**src/rtl/pa_iter.sv**
```systemverilog
// pa_iter: multi-cycle WIDTH-bit arithmetic unit (add/sub/logic, shift-add multiply, iterative shifts).
// Define PA_ITER_SIGNED_MUL_EN to make MUL operate on two's-complement operands.
module pa_iter #(
  parameter int WIDTH = 16,
  parameter int CNT_W = 6
) (
  input  logic             clk_sys,
  input  logic             rst,
  input  logic             start,
  input  logic [2:0]       op,
  input  logic [WIDTH-1:0] a,
  input  logic [WIDTH-1:0] b,
  input  logic             cin,
  input  logic [CNT_W-1:0] cnt,
  output logic             busy,
  output logic             done,
  output logic [WIDTH-1:0] res_hi,
  output logic [WIDTH-1:0] res_lo,
  output logic             fl_z,
  output logic             fl_m,
  output logic             fl_c,
  output logic             fl_v
);

  localparam logic [1:0] S_IDLE = 2'd0;
  localparam logic [1:0] S_EXEC = 2'd1;
  localparam logic [1:0] S_FIN  = 2'd2;

  localparam logic [2:0] OP_ADD = 3'd0;
  localparam logic [2:0] OP_SUB = 3'd1;
  localparam logic [2:0] OP_AND = 3'd2;
  localparam logic [2:0] OP_OR  = 3'd3;
  localparam logic [2:0] OP_XOR = 3'd4;
  localparam logic [2:0] OP_MUL = 3'd5;
  localparam logic [2:0] OP_SHL = 3'd6;
  localparam logic [2:0] OP_SHR = 3'd7;

  logic [1:0]       state;
  logic [2:0]       op_q;
  logic [WIDTH-1:0] a_q;
  logic             cin_q;
  logic             zero_q;
  logic [CNT_W-1:0] iter;
  logic [WIDTH-1:0] hi_q;
  logic [WIDTH-1:0] lo_q;

  logic             accept;
  logic             last;
  logic [CNT_W-1:0] iter_init;
  logic [WIDTH-1:0] add_b;
  logic [WIDTH:0]   sum;
  logic             c_msb_in;
  logic [WIDTH:0]   hi_x;
  logic [WIDTH:0]   a_x;
  logic [WIDTH:0]   psum;
  logic [WIDTH-1:0] nxt_hi;
  logic [WIDTH-1:0] nxt_lo;
  logic             nxt_z;
  logic             nxt_m;
  logic             nxt_c;
  logic             nxt_v;

  assign busy   = (state == S_EXEC);
  assign done   = (state == S_FIN);
  assign accept = start && (state != S_EXEC);
  assign last   = (iter == CNT_W'(1));

  always_comb begin
    iter_init = CNT_W'(1);
    if (op == OP_MUL) begin
      iter_init = CNT_W'(WIDTH);
    end else if ((op == OP_SHL) || (op == OP_SHR)) begin
      if (cnt == '0)
        iter_init = CNT_W'(1);
      else if (cnt >= CNT_W'(WIDTH))
        iter_init = CNT_W'(WIDTH);
      else
        iter_init = cnt;
    end
  end

  // SUB reuses the adder: a + ~b + cin, so cin=1 means "no borrow in".
  always_comb begin
    add_b    = (op_q == OP_SUB) ? ~lo_q : lo_q;
    sum      = {1'b0, a_q} + {1'b0, add_b} + {{WIDTH{1'b0}}, cin_q};
    c_msb_in = sum[WIDTH-1] ^ a_q[WIDTH-1] ^ add_b[WIDTH-1];
  end

  // One multiply step on a WIDTH+1 bit partial sum; the extra bit is the AT-style extension.
  always_comb begin
`ifdef PA_ITER_SIGNED_MUL_EN
    hi_x = {hi_q[WIDTH-1], hi_q};
    a_x  = {a_q[WIDTH-1], a_q};
    if (lo_q[0])
      psum = last ? (hi_x - a_x) : (hi_x + a_x);
    else
      psum = hi_x;
`else
    hi_x = {1'b0, hi_q};
    a_x  = {1'b0, a_q};
    psum = lo_q[0] ? (hi_x + a_x) : hi_x;
`endif
  end

  always_comb begin
    nxt_hi = hi_q;
    nxt_lo = lo_q;
    nxt_c  = 1'b0;
    nxt_v  = 1'b0;
    case (op_q)
      OP_ADD, OP_SUB: begin
        nxt_hi = '0;
        nxt_lo = sum[WIDTH-1:0];
        nxt_c  = sum[WIDTH];
        nxt_v  = c_msb_in ^ sum[WIDTH];
      end
      OP_AND: begin
        nxt_hi = '0;
        nxt_lo = a_q & lo_q;
      end
      OP_OR: begin
        nxt_hi = '0;
        nxt_lo = a_q | lo_q;
      end
      OP_XOR: begin
        nxt_hi = '0;
        nxt_lo = a_q ^ lo_q;
      end
      OP_MUL: begin
        nxt_hi = psum[WIDTH:1];
        nxt_lo = {psum[0], lo_q[WIDTH-1:1]};
`ifdef PA_ITER_SIGNED_MUL_EN
        nxt_v  = (nxt_hi != {WIDTH{nxt_lo[WIDTH-1]}});
`else
        nxt_v  = (nxt_hi != '0);
`endif
      end
      OP_SHL: begin
        if (!zero_q) begin
          nxt_hi = {hi_q[WIDTH-2:0], lo_q[WIDTH-1]};
          nxt_lo = {lo_q[WIDTH-2:0], 1'b0};
          nxt_c  = lo_q[WIDTH-1];
        end
      end
      default: begin
        if (!zero_q) begin
          nxt_hi = {lo_q[0], hi_q[WIDTH-1:1]};
          nxt_lo = {1'b0, lo_q[WIDTH-1:1]};
          nxt_c  = lo_q[0];
        end
      end
    endcase
  end

  always_comb begin
    nxt_z = 1'b0;
    nxt_m = 1'b0;
    if ((op_q == OP_ADD) || (op_q == OP_SUB)) begin
      nxt_z = (nxt_lo == '0);
      nxt_m = nxt_lo[WIDTH-1] ^ nxt_v;
    end else if ((op_q == OP_AND) || (op_q == OP_OR) || (op_q == OP_XOR)) begin
      nxt_z = (nxt_lo == '0);
      nxt_m = nxt_lo[WIDTH-1];
    end else begin
      nxt_z = ({nxt_hi, nxt_lo} == '0);
      nxt_m = nxt_hi[WIDTH-1];
    end
  end

  always_ff @(posedge clk_sys) begin
    if (rst) begin
      state  <= S_IDLE;
      op_q   <= '0;
      a_q    <= '0;
      cin_q  <= 1'b0;
      zero_q <= 1'b0;
      iter   <= '0;
      hi_q   <= '0;
      lo_q   <= '0;
      res_hi <= '0;
      res_lo <= '0;
      fl_z   <= 1'b0;
      fl_m   <= 1'b0;
      fl_c   <= 1'b0;
      fl_v   <= 1'b0;
    end else begin
      if (accept) begin
        state  <= S_EXEC;
        op_q   <= op;
        a_q    <= a;
        cin_q  <= cin;
        zero_q <= (cnt == '0);
        iter   <= iter_init;
        hi_q   <= '0;
        lo_q   <= ((op == OP_SHL) || (op == OP_SHR)) ? a : b;
      end else begin
        case (state)
          S_EXEC: begin
            hi_q <= nxt_hi;
            lo_q <= nxt_lo;
            iter <= iter - CNT_W'(1);
            if (last) begin
              state  <= S_FIN;
              res_hi <= nxt_hi;
              res_lo <= nxt_lo;
              fl_z   <= nxt_z;
              fl_m   <= nxt_m;
              fl_c   <= nxt_c;
              fl_v   <= nxt_v;
            end
          end
          S_FIN:   state <= S_IDLE;
          default: state <= S_IDLE;
        endcase
      end
    end
  end

endmodule

```
**config.mk**
```make
export PLATFORM = sky130hd
export DESIGN_NAME = pa_iter
export DESIGN_NICKNAME = d
export VERILOG_FILES = /design/src/rtl/pa_iter.sv
export SDC_FILE = /design/constraint.sdc
export NUM_CORES = 1
export LEC_CHECK = 0
export ABC_AREA = 1
export CAP_MARGIN = 20
export CORE_MARGIN = 3
export CORE_UTILIZATION = 58
export CTS_CLUSTER_DIAMETER = 80
export DETAILED_ROUTE_END_ITERATION = 8
export PLACE_DENSITY = 0.81
export SYNTH_ARGS = -nofsm -noshare
export SYNTH_HDL_FRONTEND = slang
export SYNTH_SLANG_ARGS = --single-unit
```
**constraint.sdc**
```tcl
create_clock -name clk_sys -period 6.9 [get_ports clk_sys]
set_input_delay 1.035 -clock clk_sys [delete_from_list [all_inputs] [get_ports clk_sys]]
set_output_delay 1.035 -clock clk_sys [all_outputs]
set_load 0.03 [all_outputs]
```
==> out/qor.yml <==
timing:
  worst_slew_pin_slew_ps: 950.9
  finalCriticalPeriod_ps: 3819
  setup_tns_ps: 0
  slew_violations: 0
  finalSetupViolations: 0
  relSlewSlack_pct: 36.52
  rsz0062_at_grt: "false"
  finClkSkew_ps: 9.081
  finalCritPeriodShare_pct: 55.34
  fin_ws_ps: 3081
  fmax_mhz: 261.9
  final-hold-violation-count: 0
grt:
  overflow: 0
  grt.met1_usage_pct: 49.60
  grt_use_met3_pct: 7.207
  grt_antenna_before_repair: 0
  use_met2_pct: 46.38
  grt_pass1_wl_um: 42190
  track_usage_pct: 32.48
  grt_busiest_layer: "met1"
  grt_max_degree: 67
  grt_pass1_vias: 8274
worst_setup_path:
  crit_arrival_ps: 4050
  path_cells: "clkdlybuf4s50_1 -> inv_1 -> nor2_2 -> inv_1 -> nand2_1 -> buf_4 -> a21oi_1 -> o21ai_0 -> inv_1"
  cp-start-kind: "input pin"
  cp_top_family: "buffers and inverters"
  worst-path-stages: 9
  slowest_delay_ps: 740
  worstPathRequired_ps: 7130
  crit_top_cell: "inv_1"
  r2r_cells: 20
  cp_max_fo: 26
  crit_path_end_kind: "register"
  cp_slowest_cell: "nor2_2"
  worst-path-buf-inv: 5
  crit_type: "in -> reg"
finish:
  fin_util_pct: 69.47
  antennaDiodeCount: 0
  regArea_um2: 1943
  area_growth_pct: 14.42
  finalInstanceArea_um2: 9419
  layout.cells.non_filler: 1582
  drive_gt1_share_pct: 3.343
  multi_input_area_um2: 5359
  nets: 1516
  fillCellCount: 1218
clock_network:
  cts_resized: 0
  ctsLongestPathBuffers: 2
  cts.sinks: 97
  root_buffer: "clkbuf_16"
  clk_pin_slew_ps: 70
  post-cts-setup-buffers: 0
  htree_levels: 3
  ctsHoldBuffers: 0
  clk_latency_ps: 340
  cts_buffers: 9
  cts_tree: "yes"
placed_design:
  dpl.hpwl_um: 19850
  io_buffers: 82
  dp.cells: 1566
  place.gp.congestion: 0.9429
  place_ws_ps: 2833
  dpl_cell_area_um2: 9115
detailed_routing:
  drc_errors: 0
  vias: 9145
  first_pass_iters: 5
  routed_via_density: 5.781
  postRouteAntennaNets: 0
  drt_iter0_markers: 1294
  wirelength_um: 26160
  routedWlPerCell_um: 16.53
die:
  core_area_um2: 13560
  initial_core_util_pct: 60.71
  fp.dieW_um: 125.1
  die-area_um2: 15660
  boundaryPins: 83
  row_count: 42
  die_h_um: 125.1
logic_synthesis:
  ys_top_cells_by_area: "dfxtp_1 (24%), nand2_1 (18%), ha_1 (10%), inv_1 (8.3%), o21ai_0 (6.3%)"
  ys_seq_area_share_pct: 23.59
  ys_async_sr_fraction_pct: 0
  synth_area_um2: 8232
  synth_fp_nets: 1464
  yosysUniqueCellTypes: 47
  ys_ff_latch: 97
  yosysTopAreaCell: "dfxtp_1"
  synth_edf_count: 0
  ys.flop_type: "dfxtp_1"
  synth_top_area_share_pct: 23.59
  synth_cells: 1349
  synth.avg_cell_area_um2: 6.102
  ys.warnings.count: 0
min_path:
  whs_path_depth: 2
  hold_path.class: "reg -> reg"
run:
  maxCapViolCount: 0
power:
  powerDensity_nw_per_um2: 189.5
  ir_worst_vdd_mv: 0.1301
  p_leak_uw: 0.004496
run_status:
  status: "complete, no violations"
## cell usage after synthesis (9+ instances only)
| cell | n |
|---|---|
| nand4_1 | 17 |
| ha_1 | 67 |
| xor2_1 | 17 |
| nor3_1 | 12 |
| nor2_1 | 111 |
| inv_1 | 181 |
| nand2_1 | 394 |
| nand3b_1 | 9 |
| dfxtp_1 | 97 |
| o22ai_1 | 9 |
| clkbuf_1 | 23 |
| a22o_1 | 13 |
| o21ai_0 | 103 |
| a21oi_1 | 83 |
| a31oi_1 | 10 |
| nand3_1 | 98 |
| a221oi_1 | 10 |
| buf_2 | 18 |
## report_power, final
part / internal (µW) / switching, µW / total (µW)
logic: 209 / 399 / 609
clock network: 285 / 239 / 524
registers: 596 / 55.7 / 652
## state kept, by name (all words and copies together), names as in the netlist
register,count
fl_z,1
cin_q,1
fl_m,1
res_lo,16
fl_v,1
a_q,16
zero_q,1
lo_q,16
fl_c,1
op_q,3
hi_q,16
res_hi,16
iter,6
state,2
## worst min-delay path, cell delays in order (launching register included)
cell     delay, ps
dfxtp_1        310
nand2_1         50
o21ai_1         50
## layer usage
layer	vias to the layer above	part of all wire [%]
met3	32	12
met4	0	1.6
met1	4083	46
met5	-	0
met2	517	40
li1	4513	-
## cells by family (layout without fill, tap and decap cells)
| logic type | after synthesis | after routing | synth area share (%) |
|---|---|---|---|
| DFF | 97 | 97 | 23.59 |
| AOI/OAI and AO/OA | 261 | 261 | 18.16 |
| buffers and inverters | 238 | 295 | 11.34 |
| xor gates and xnor gates | 18 | 18 | 1.915 |
| adders and majority gates | 70 | 70 | 10.91 |
| muxes | 3 | 3 | 0.3648 |
| and+or+nand+nor | 662 | 662 | 33.71 |
## area by class of cell
class	instances	area share [%]
inverters	189	7.558
well taps	176	2.338
multi-input cells	1014	56.89
clock buffers	9	2.391
flip-flops and latches	97	20.63
clock inverters	7	0.8369
repair buffers	90	9.352
## final timing paths
check / from / to / slack [ps]
max: start / hi_q[5] / 3080
min: res_hi[13] / res_hi[13] / 460
max reg2reg: op_q[0] / fl_z / 3250
min reg2reg: res_hi[13] / res_hi[13] / 460
## cells in the final DEF, fill, tap and decap left out, drive strengths merged, types with 2 or more instances in the layout
master / n
o22ai: 9
clkbuf: 9
dfxtp: 97
nor2: 115
nand3b: 9
clkdlybuf4s50: 82
ha: 67
a221oi: 10
o211ai: 6
a31oi: 10
clkinvlp: 2
and2: 3
or2: 6
fa: 3
o2111ai: 4
xor2: 17
inv: 189
a22o: 13
nand3: 99
buf: 8
mux2i: 3
o21ai: 109
o21bai: 3
a211oi: 5
o21a: 4
clkinv: 4
nand4: 17
o211a: 2
a21oi: 83
nor3: 12
nand2: 398
nor4: 2
## per-stage QoR
stage	power (µW)	hold WS [ps]
finish	1785	462.4
global route	1883	486.8
CTS	1764	465.3
detailed placement	1247	446.7
global placement	1237	440.6
floorplan	1061	479.8
No activity file was read; power rests on OpenSTA's default activity.
